$ cat config.mk
export PLATFORM = sky130hd
export DESIGN_NAME = task_output_serializer
export DESIGN_NICKNAME = d
export VERILOG_FILES = /design/src/rtl/task_ser_pkg.sv /design/src/rtl/task_ser_fifo.sv /design/src/rtl/task_output_serializer.sv
export SDC_FILE = /design/constraint.sdc
export NUM_CORES = 1
export LEC_CHECK = 0
export BUFFER_PORTS_ARGS = -buffer_cell sky130_fd_sc_hd__buf_4
export CAP_MARGIN = 10
export CORE_MARGIN = 5
export CORE_UTILIZATION = 60
export DETAILED_ROUTE_END_ITERATION = 10
export MAX_ROUTING_LAYER = met4
export PLACE_DENSITY_LB_ADDON = 0.12
export SYNTH_ARGS = -nofsm -noshare
export SYNTH_HDL_FRONTEND = slang
export SYNTH_SLANG_ARGS = --single-unit
$ cat constraint.sdc
create_clock -name i_clk -period 4.8 [get_ports i_clk]
set_input_delay 0.96 -clock i_clk [delete_from_list [all_inputs] [get_ports i_clk]]
set_output_delay 0.96 -clock i_clk [all_outputs]
set_load 0.02 [all_outputs]
$ cat src/rtl/task_ser_pkg.sv
// rtl/task_ser_pkg.sv - shared types and constants for the task output serializer
package task_ser_pkg;

  localparam int BYTE_W     = 8;
  localparam int DEF_TASK_W = 32;

  typedef enum logic [1:0] {
    IDLE = 2'd0,
    SEND = 2'd1,
    CHK  = 2'd2
  } ser_state_t;

  typedef struct packed {
    logic                  last;
    logic [DEF_TASK_W-1:0] data;
  } fifo_entry_t;

endpackage

$ cat src/rtl/task_ser_fifo.sv
// rtl/task_ser_fifo.sv - word FIFO with count-based full/empty
// A push while full is ignored even if a pop happens on the same edge.
module task_ser_fifo
  import task_ser_pkg::*;
#(
  parameter int  DEPTH   = 16,
  parameter type entry_t = fifo_entry_t
) (
  input  logic   i_clk,
  input  logic   i_rst,
  input  logic   i_push,
  input  entry_t i_wdata,
  input  logic   i_pop,
  output entry_t o_rdata,
  output logic   o_full,
  output logic   o_empty
);

  localparam int AW = $clog2(DEPTH);

  entry_t        mem_q [DEPTH];
  logic [AW-1:0] wr_ptr_q;
  logic [AW-1:0] rd_ptr_q;
  logic [AW:0]   count_q;
  logic          do_push;
  logic          do_pop;

  assign o_full  = (count_q == (AW+1)'(DEPTH));
  assign o_empty = (count_q == '0);
  assign do_push = i_push && !o_full;
  assign do_pop  = i_pop && !o_empty;
  assign o_rdata = mem_q[rd_ptr_q];

  always_ff @(posedge i_clk or negedge i_rst) begin
    if (!i_rst) begin
      wr_ptr_q <= '0;
      rd_ptr_q <= '0;
      count_q  <= '0;
    end else begin
      if (do_push) wr_ptr_q <= wr_ptr_q + AW'(1);
      if (do_pop)  rd_ptr_q <= rd_ptr_q + AW'(1);
      if (do_push && !do_pop)      count_q <= count_q + (AW+1)'(1);
      else if (do_pop && !do_push) count_q <= count_q - (AW+1)'(1);
    end
  end

  always_ff @(posedge i_clk) begin
    if (do_push) mem_q[wr_ptr_q] <= i_wdata;
  end

endmodule

$ cat src/rtl/task_output_serializer.sv
// rtl/task_output_serializer.sv - splits buffered task words into MSB-first bytes for UART TX
// TASK_SER_CHECKSUM_EN appends an XOR checksum byte after each frame.
module task_output_serializer
  import task_ser_pkg::*;
#(
  parameter int TASK_OUTPUT_WIDTH = 32,
  parameter int FIFO_DEPTH        = 16
) (
  input  logic                         i_clk,
  input  logic                         i_rst,
  input  logic                         i_valid,
  input  logic                         i_last,
  input  logic [TASK_OUTPUT_WIDTH-1:0] i_data,
  output logic                         o_tx_valid,
  input  logic                         i_tx_ready,
  output logic [BYTE_W-1:0]            o_tx_data,
  output logic                         o_tx_last,
  output logic                         o_overflow,
  output logic                         o_busy
);

  localparam int BPW = TASK_OUTPUT_WIDTH / BYTE_W;
  localparam int IW  = (BPW > 1) ? $clog2(BPW) : 1;
`ifdef TASK_SER_CHECKSUM_EN
  localparam bit CHK_EN = 1'b1;
`else
  localparam bit CHK_EN = 1'b0;
`endif

  typedef struct packed {
    logic                         last;
    logic [TASK_OUTPUT_WIDTH-1:0] data;
  } entry_t;

  entry_t                       fifo_wdata;
  entry_t                       fifo_rdata;
  logic                         fifo_full;
  logic                         fifo_empty;
  logic                         fifo_pop;

  ser_state_t                   state_q;
  logic [TASK_OUTPUT_WIDTH-1:0] word_q;
  logic                         last_q;
  logic [IW-1:0]                idx_q;
  logic                         tx_valid_q;
  logic [BYTE_W-1:0]            tx_data_q;
  logic                         tx_last_q;
  logic                         overflow_q;
  logic                         xfer;
  logic                         final_byte;
  logic                         to_chk;
  logic                         word_done;

  function automatic logic [BYTE_W-1:0] byte_at(input logic [TASK_OUTPUT_WIDTH-1:0] w,
                                                input logic [IW-1:0] i);
    logic [BPW-1:0][BYTE_W-1:0] b;
    b = w;
    return b[IW'(BPW-1) - i];
  endfunction

  // Without the checksum the frame ends on the last word's final byte.
  function automatic logic frame_end(input logic last, input logic [IW-1:0] i);
    return !CHK_EN && last && (i == IW'(BPW-1));
  endfunction

  assign fifo_wdata = '{last: i_last, data: i_data};

  task_ser_fifo #(
    .DEPTH   (FIFO_DEPTH),
    .entry_t (entry_t)
  ) u_fifo (
    .i_clk   (i_clk),
    .i_rst   (i_rst),
    .i_push  (i_valid),
    .i_wdata (fifo_wdata),
    .i_pop   (fifo_pop),
    .o_rdata (fifo_rdata),
    .o_full  (fifo_full),
    .o_empty (fifo_empty)
  );

`ifdef TASK_SER_CHECKSUM_EN
  logic [BYTE_W-1:0] chk_q;
  assign to_chk = last_q;
`else
  assign to_chk = 1'b0;
`endif

  assign xfer       = tx_valid_q && i_tx_ready;
  assign final_byte = (idx_q == IW'(BPW-1));
  assign word_done  = xfer && ((state_q == SEND && final_byte && !to_chk) || state_q == CHK);
  assign fifo_pop   = (state_q == IDLE || word_done) && !fifo_empty;

  always_ff @(posedge i_clk or negedge i_rst) begin
    if (!i_rst) begin
      state_q    <= IDLE;
      word_q     <= '0;
      last_q     <= 1'b0;
      idx_q      <= '0;
      tx_valid_q <= 1'b0;
      tx_data_q  <= '0;
      tx_last_q  <= 1'b0;
    end else if (state_q == IDLE) begin
      if (fifo_pop) begin
        word_q  <= fifo_rdata.data;
        last_q  <= fifo_rdata.last;
        idx_q   <= '0;
        state_q <= SEND;
      end
    end else if (!tx_valid_q) begin
      tx_valid_q <= 1'b1;
      tx_data_q  <= byte_at(word_q, idx_q);
      tx_last_q  <= frame_end(last_q, idx_q);
    end else if (xfer) begin
      if (state_q == SEND && !final_byte) begin
        idx_q     <= idx_q + IW'(1);
        tx_data_q <= byte_at(word_q, idx_q + IW'(1));
        tx_last_q <= frame_end(last_q, idx_q + IW'(1));
      end
`ifdef TASK_SER_CHECKSUM_EN
      else if (state_q == SEND && to_chk) begin
        state_q   <= CHK;
        tx_data_q <= chk_q ^ tx_data_q;
        tx_last_q <= 1'b1;
      end
`endif
      else if (fifo_pop) begin
        // Next word goes straight to the output register: no bubble between words.
        word_q    <= fifo_rdata.data;
        last_q    <= fifo_rdata.last;
        idx_q     <= '0;
        state_q   <= SEND;
        tx_data_q <= byte_at(fifo_rdata.data, '0);
        tx_last_q <= frame_end(fifo_rdata.last, '0);
      end else begin
        state_q    <= IDLE;
        tx_valid_q <= 1'b0;
        tx_data_q  <= '0;
        tx_last_q  <= 1'b0;
      end
    end
  end

`ifdef TASK_SER_CHECKSUM_EN
  always_ff @(posedge i_clk or negedge i_rst) begin
    if (!i_rst)    chk_q <= '0;
    else if (xfer) chk_q <= (state_q == CHK) ? '0 : (chk_q ^ tx_data_q);
  end
`endif

  always_ff @(posedge i_clk or negedge i_rst) begin
    if (!i_rst)                     overflow_q <= 1'b0;
    else if (i_valid && fifo_full)  overflow_q <= 1'b1;
  end

  assign o_tx_valid = tx_valid_q;
  assign o_tx_data  = tx_data_q;
  assign o_tx_last  = tx_last_q;
  assign o_overflow = overflow_q;
  assign o_busy     = !fifo_empty || (state_q != IDLE);

endmodule

== Yosys cells after proc, flatten, opt, wreduce, memory -nomap -nowiden ==
Memories as Yosys holds them, arrays and structs flattened.
Index checks and enable logic that the tools add are counted.

* Logic and storage cells: 100
* RAM bits: 528
* Memories kept: 1
* Register bits after elaboration: 61
* Output and inout port bits: 12
* Input port bits: 37

* Add/subtract/negate cells: 7
* Reductions and logical operators: 30
* $lt $le $gt $ge: 2
* Eq/ne operators: 8
* Bitwise operators: 1
* Multiplexer cells: 40

{| class="wikitable"
|+ Memories
! name !! words !! bits a word !! rd ports !! clocked after Yosys merged registers in !! wr ports !! line !! text
|-
| u_fifo.mem_q || 16 || 33 || 1 || 0 || 1 || task_ser_fifo.sv:21 || <nowiki>entry_t mem_q [DEPTH];</nowiki>
|}

{| class="wikitable"
|+ Operator list
! kind !! count
|-
| 32-bit two-way mux || 5
|-
| 8-bit two-way mux || 6
|-
| 8-bit binary-select mux with 2-bit select || 2
|-
| 2-bit two-way mux || 10
|-
| 1-bit two-way mux || 15
|-
| 1-bit logical AND || 12
|-
| 5-bit two-way mux || 2
|-
| 4-bit by 1-bit adder with 4-bit output (second input constant) || 2
|-
| 2-bit nonzero test || 4
|-
| 2-bit == test (second input constant) || 3
|-
| 2-bit by 3-bit < comparator with 1-bit output (second input constant) || 2
|-
| 5-bit by 1-bit adder with 5-bit output (second input constant) || 1
|-
| 5-bit == test (second input constant) || 1
|-
| 1-bit zero test || 5
|-
| 5-bit zero test || 1
|-
| 5-bit by 1-bit subtractor with 5-bit output (second input constant) || 1
|-
| 2-bit by 1-bit != test with 1-bit output (second input constant) || 2
|-
| 2-bit AND reduction || 2
|-
| 4-bit AND reduction || 1
|-
| 2-bit subtractor (first input constant) || 2
|-
| 1-bit logical OR || 3
|-
| 3-bit AND reduction || 1
|-
| 2-bit by 1-bit adder with 2-bit output (second input constant) || 1
|-
| 2-bit by 1-bit == test with 1-bit output (second input constant) || 1
|-
| other kinds (3) || 3
|}

== Longest topological paths before layout ==
* Depth after elaboration: 11
* Gate-level depth with buffers: 14
* Mapped depth without buffers: 12

== Modules after synthesis ==
From an unflattened synthesis, not the netlist that was laid out.

* Cell total of the unflattened synthesis: 1,213
* Area total of the unflattened synthesis: 23,750.3 µm²

{| class="wikitable"
|+ Modules (own cells, without submodules)
! module !! seq. area each (µm²) !! area each (µm²) !! cells an instance !! instances
|-
| task_ser_fifo || 16,180.5 || 21,351.7 || 1,039 || 1
|-
| task_output_serializer || 1,176.1 || 2,398.6 || 174 || 1
|}

== Worst setup path before layout ==
Ideal clock, no wire load.

* Path kind: input to register
* Start: input port i_valid
* End: memory u_fifo.mem_q[3][0] (netlist bit) (enable)
* Library setup time: 0.464 ns
* Data required time: 4.336 ns
* Slack: 0.608 ns
* Buffers on the path: 0
* Data arrival time: 3.728 ns
* Stages: 3
* Path through: a21boi_2 > nand2_1 > nor3_1

* Longest elaborated chain between the ends: 3

{| class="wikitable"
|+ RTL lines
! element !! line !! text
|-
| start: declaration || task_output_serializer.sv:11 || <nowiki>input logic i_valid,</nowiki>
|-
| 1-bit logical AND || task_ser_fifo.sv:30 || <nowiki>assign do_push = i_push && !o_full;</nowiki>
|-
| 1-bit two-way mux || task_ser_fifo.sv:48 || <nowiki>if (do_push) mem_q[wr_ptr_q] <= i_wdata;</nowiki>
|-
| 1-bit two-way mux (not written as such) || task_ser_fifo.sv:48 ||
|-
| end: declaration || task_ser_fifo.sv:21 ||
|}

No other way between the ends.

== Worst setup path after layout ==
* Start: register u_fifo.count_q[1]
* End: output port o_busy

* Longest elaborated chain between the ends: 3

{| class="wikitable"
|+ RTL lines
! element !! line !! text
|-
| start: declaration || task_ser_fifo.sv:24 || <nowiki>logic [AW:0] count_q;</nowiki>
|-
| start signal: assignment || task_ser_fifo.sv:42 || <nowiki>if (do_push && !do_pop) count_q <= count_q + (AW+1)'(1);</nowiki>
|-
| start signal: assignment || task_ser_fifo.sv:43 || <nowiki>else if (do_pop && !do_push) count_q <= count_q - (AW+1)'(1);</nowiki>
|-
| 5-bit zero test || task_ser_fifo.sv:29 || <nowiki>assign o_empty = (count_q == '0);</nowiki>
|-
| 1-bit zero test || task_output_serializer.sv:160 || <nowiki>assign o_busy = !fifo_empty || (state_q != IDLE);</nowiki>
|-
| 1-bit logical OR || task_output_serializer.sv:160 ||
|-
| end: declaration || task_output_serializer.sv:19 || <nowiki>output logic o_busy</nowiki>
|}

No other way between the ends.

==> flow_metrics.tcl <==
set metrics [dict create \
    rows 71 \
    drive_above_1_share_pct 27.60 \
    clock_latency_ns 0.60 \
    die_w_um 205.7 \
    design_area_um2 25760 \
    path_clk_slew_ns 0.06 \
    grt.busiest_layer "met2" \
    async_flop_share_pct 10.20 \
    p_leak_nw 8.338 \
    yosys.area.top_type "edfxtp_1" \
    met3_usage_pct 4.366 \
    drc 0 \
    ioPinCount 49 \
    multiInputGateArea_um2 5365 \
    diodes 0 \
    place_area_um2 23960 \
    pwr-share-clk_pct 27.9 \
    setup-tns-final_ns 0 \
    worst_slew_pin_slew_ns 1.218 \
    wl_per_cell_um 27.94 \
    hold_ws_ns 0.4654 \
    die_area_um2 42310 \
    power.density_nw_per_um2 585.1 \
    max_cap_viol_count 0 \
    period_share_pct 64.54 \
    synthToLayoutAreaGrowth_pct 12.11 \
    ys.flop_type "edfxtp_1" \
    critPathKind "register to output pin" \
    clock-sinks 588 \
    numCtsBuffers 57 \
    syn-num-nets 1115 \
    crit_start "u_fifo.count_q[1]" \
    yosysUniqueCellTypes 45 \
    gp_congestion 0.8020 \
    final-seq-area_um2 17370 \
    dr.pass1.iters 5 \
    overflow 0 \
    ir_worst_vdd_mv 0.3636 \
    netlist_instances 1066 \
    cp-endpoint "o_busy" \
    fin_ws_ns 1.702 \
    arrival_ns 2.14 \
    grt_pass1_vias 10960 \
    pwr-share-seq_pct 46.1 \
    rsz0062_at_grt "no" \
    p_comb_share_pct 26.0 \
    drt-vias-per-instance 6.349 \
    reg2reg_from "idx_q[1]" \
    layout_min_cycle_time_ns 3.098 \
    synth_area_leaders "edfxtp_1 69%, mux4_2 15%, dfrtp_1 6.5%" \
    nets 1187 \
    ff2ff_setup_slack_ns 1.77 \
    htree_num_levels 2 \
    r2r-end "u_fifo.count_q[4]" \
    worstPathMaxFanout 5 \
    critPathRequiredTime_ns 3.84 \
    die_y_um 205.7 \
    synth_warnings 0 \
    grt_start_max_net_pins 67 \
    dp_hpwl_mm 27.46 \
    final-max-slew-violation-count 0 \
    fillers 2373 \
    ys_seq_area_share_pct 75.54 \
    fin_skew_ns 0.01792 \
    initial_utilization_pct 60.86 \
    post_cts_buffers 0 \
    netlist_area_um2 22980 \
    crit_path_end_kind "output pin" \
    p_int_mw 10.66 \
    setup_violations 0 \
    ff2ff_path_depth 12 \
    p_switching_mw 4.408 \
    clockRootBuffer "clkbuf_16" \
    cts_buffer_depth 3 \
    start_kind "register" \
    synth_edf_count 528 \
    grt_use_met2_pct 37.30 \
    cts_resized 0 \
    via_count 10740 \
    status "completed" \
    core_um2 37760 \
    switching_share_pct 29.25 \
    ys_ff_latch 588 \
    antenna_found_initial 2 \
    hp-class "input port to asynchronous set/reset pin" \
    final_antenna_net_count 0 \
    synth.avg_cell_area_um2 21.55 \
    fmax_ghz 0.3228 \
    grt_util_met1_pct 34.77 \
    utilization_pct 68.23 \
    cts_tree "done" \
    drtIter0Drc 1057 \
    slew_headroom_pct 18.60 \
    drt-total-wl_mm 47.28 \
    preCtsSetupSlack_ns 1.460 \
    synth_top_area_share_pct 69.00 \
    cts_hold_buffers 0 \
    portBuffers 48 \
    hold_viol 0 \
    grt_pass1_wl_mm 71.73 \
    grtUsageTotal_pct 24.10 \
]
cell usage in the layout (no fill, tap or decap), types with 3 or more instances in the layout:
cell and instances:
edfxtp_1 528, mux4_2 148, buf_4 66, clkbuf_16 57, dfrtp_1 57, mux2i_1 55, nand2_1 48, o221ai_1 25
clkbuf_1 15, o22ai_1 13, nor2_4 12, clkinv_2 12, ha_1 11, xnor2_1 10, nand2b_1 9, a21oi_1 9
nor2_1 9, clkinv_1 9, inv_1 8, a21o_1 8, nor2b_1 7, o21ai_0 6, nor3_1 6, nor3_2 5
a311oi_1 5, bufinv_16 4, nand3_1 3, clkinvlp_4 3, buf_12 3, dfrtp_4 3
cell type report:
cell class | instances | area share, %
clock buffers | 74 | 5.863
clock inverters | 28 | 0.9180
inverters | 8 | 0.1166
multi-input cells | 412 | 20.83
flip-flops and latches | 588 | 67.42
well taps | 511 | 2.482
repair buffers | 71 | 2.370
cell usage after synthesis, types with 6 or more instances:
cell / n
edfxtp_1: 528
mux4_2: 148
dfrtp_1: 60
mux2i_1: 55
nand2_1: 48
o221ai_1: 25
clkbuf_1: 23
nor2_1: 21
buf_2: 15
buf_4: 13
o22ai_1: 13
ha_1: 11
nor3_1: 10
xnor2_1: 10
a21oi_1: 9
nand2b_1: 9
a21o_1: 8
inv_1: 8
nor2b_1: 7
o21ai_0: 6
through the flow:
step / power (mW) / cells
after global placement: 10.94 / 1588
final: 15.07 / 1692
after CTS: 15.20 / 1690
after global routing: 15.78 / 1692
after detailed placement: 11.01 / 1588
after floorplan: 9.742 / 1066
worst min-delay path by stage:
| stage | startpoint | to | slack [ns] |
|---|---|---|---|
| final | i_rst | u_fifo.rd_ptr_q[0] | 0.47 |
| after global routing | o_overflow | o_overflow | 0.50 |
| after CTS | i_rst | u_fifo.rd_ptr_q[0] | 0.48 |
| after detailed placement | o_overflow | o_overflow | 0.47 |
| after global placement | o_overflow | o_overflow | 0.47 |
| after floorplan | last_q | last_q | 0.46 |
worst max-delay path, stage by stage, from the launching register on:
cell     delay [ns]
dfrtp_1        0.46
or4_1          0.61
or3_1          0.33
buf_4          0.16
cell families (layout without fill, tap and decap cells):
logic type	Yosys count	in the layout	share of synthesized area, %
buffers and inverters	66	181	1.590
multiplexers	204	204	16.95
XOR/XNOR	11	11	0.4193
AND/OR/NAND/NOR	107	107	2.178
flip-flops	588	588	75.54
adder cells (fa/ha/maj)	12	12	0.6861
AO/OA/AOI/OAI	78	78	2.636
power by group through the flow:
stage               combinational, mW  sequential (mW)  clock, mW
floorplan                        3.09             6.65          0
global placement                 3.92             7.02          0
detailed placement               3.96             7.05          0
CTS                              3.98             6.95       4.28
global route                     4.24             7.01       4.53
finish                           3.92             6.94       4.20
state kept, by name, summed over array words and instances (netlist names):
signal           flops
idx_q                2
last_q               1
o_overflow           1
o_tx_data            8
o_tx_last            1
o_tx_valid           1
state_q              1
u_fifo.count_q       5
u_fifo.mem_q       528
u_fifo.rd_ptr_q      4
u_fifo.wr_ptr_q      4
word_q              32
per-layer routing:
layer  vias up  wire (um)  part of all wire, %
li1       4590          -                    -
met1      5712      19880                   42
met2       387      23340                   49
met3        54       3323                  7.0
met4         0        735                  1.6
met5         -          0                    0
(Power assumes the default switching activity.)
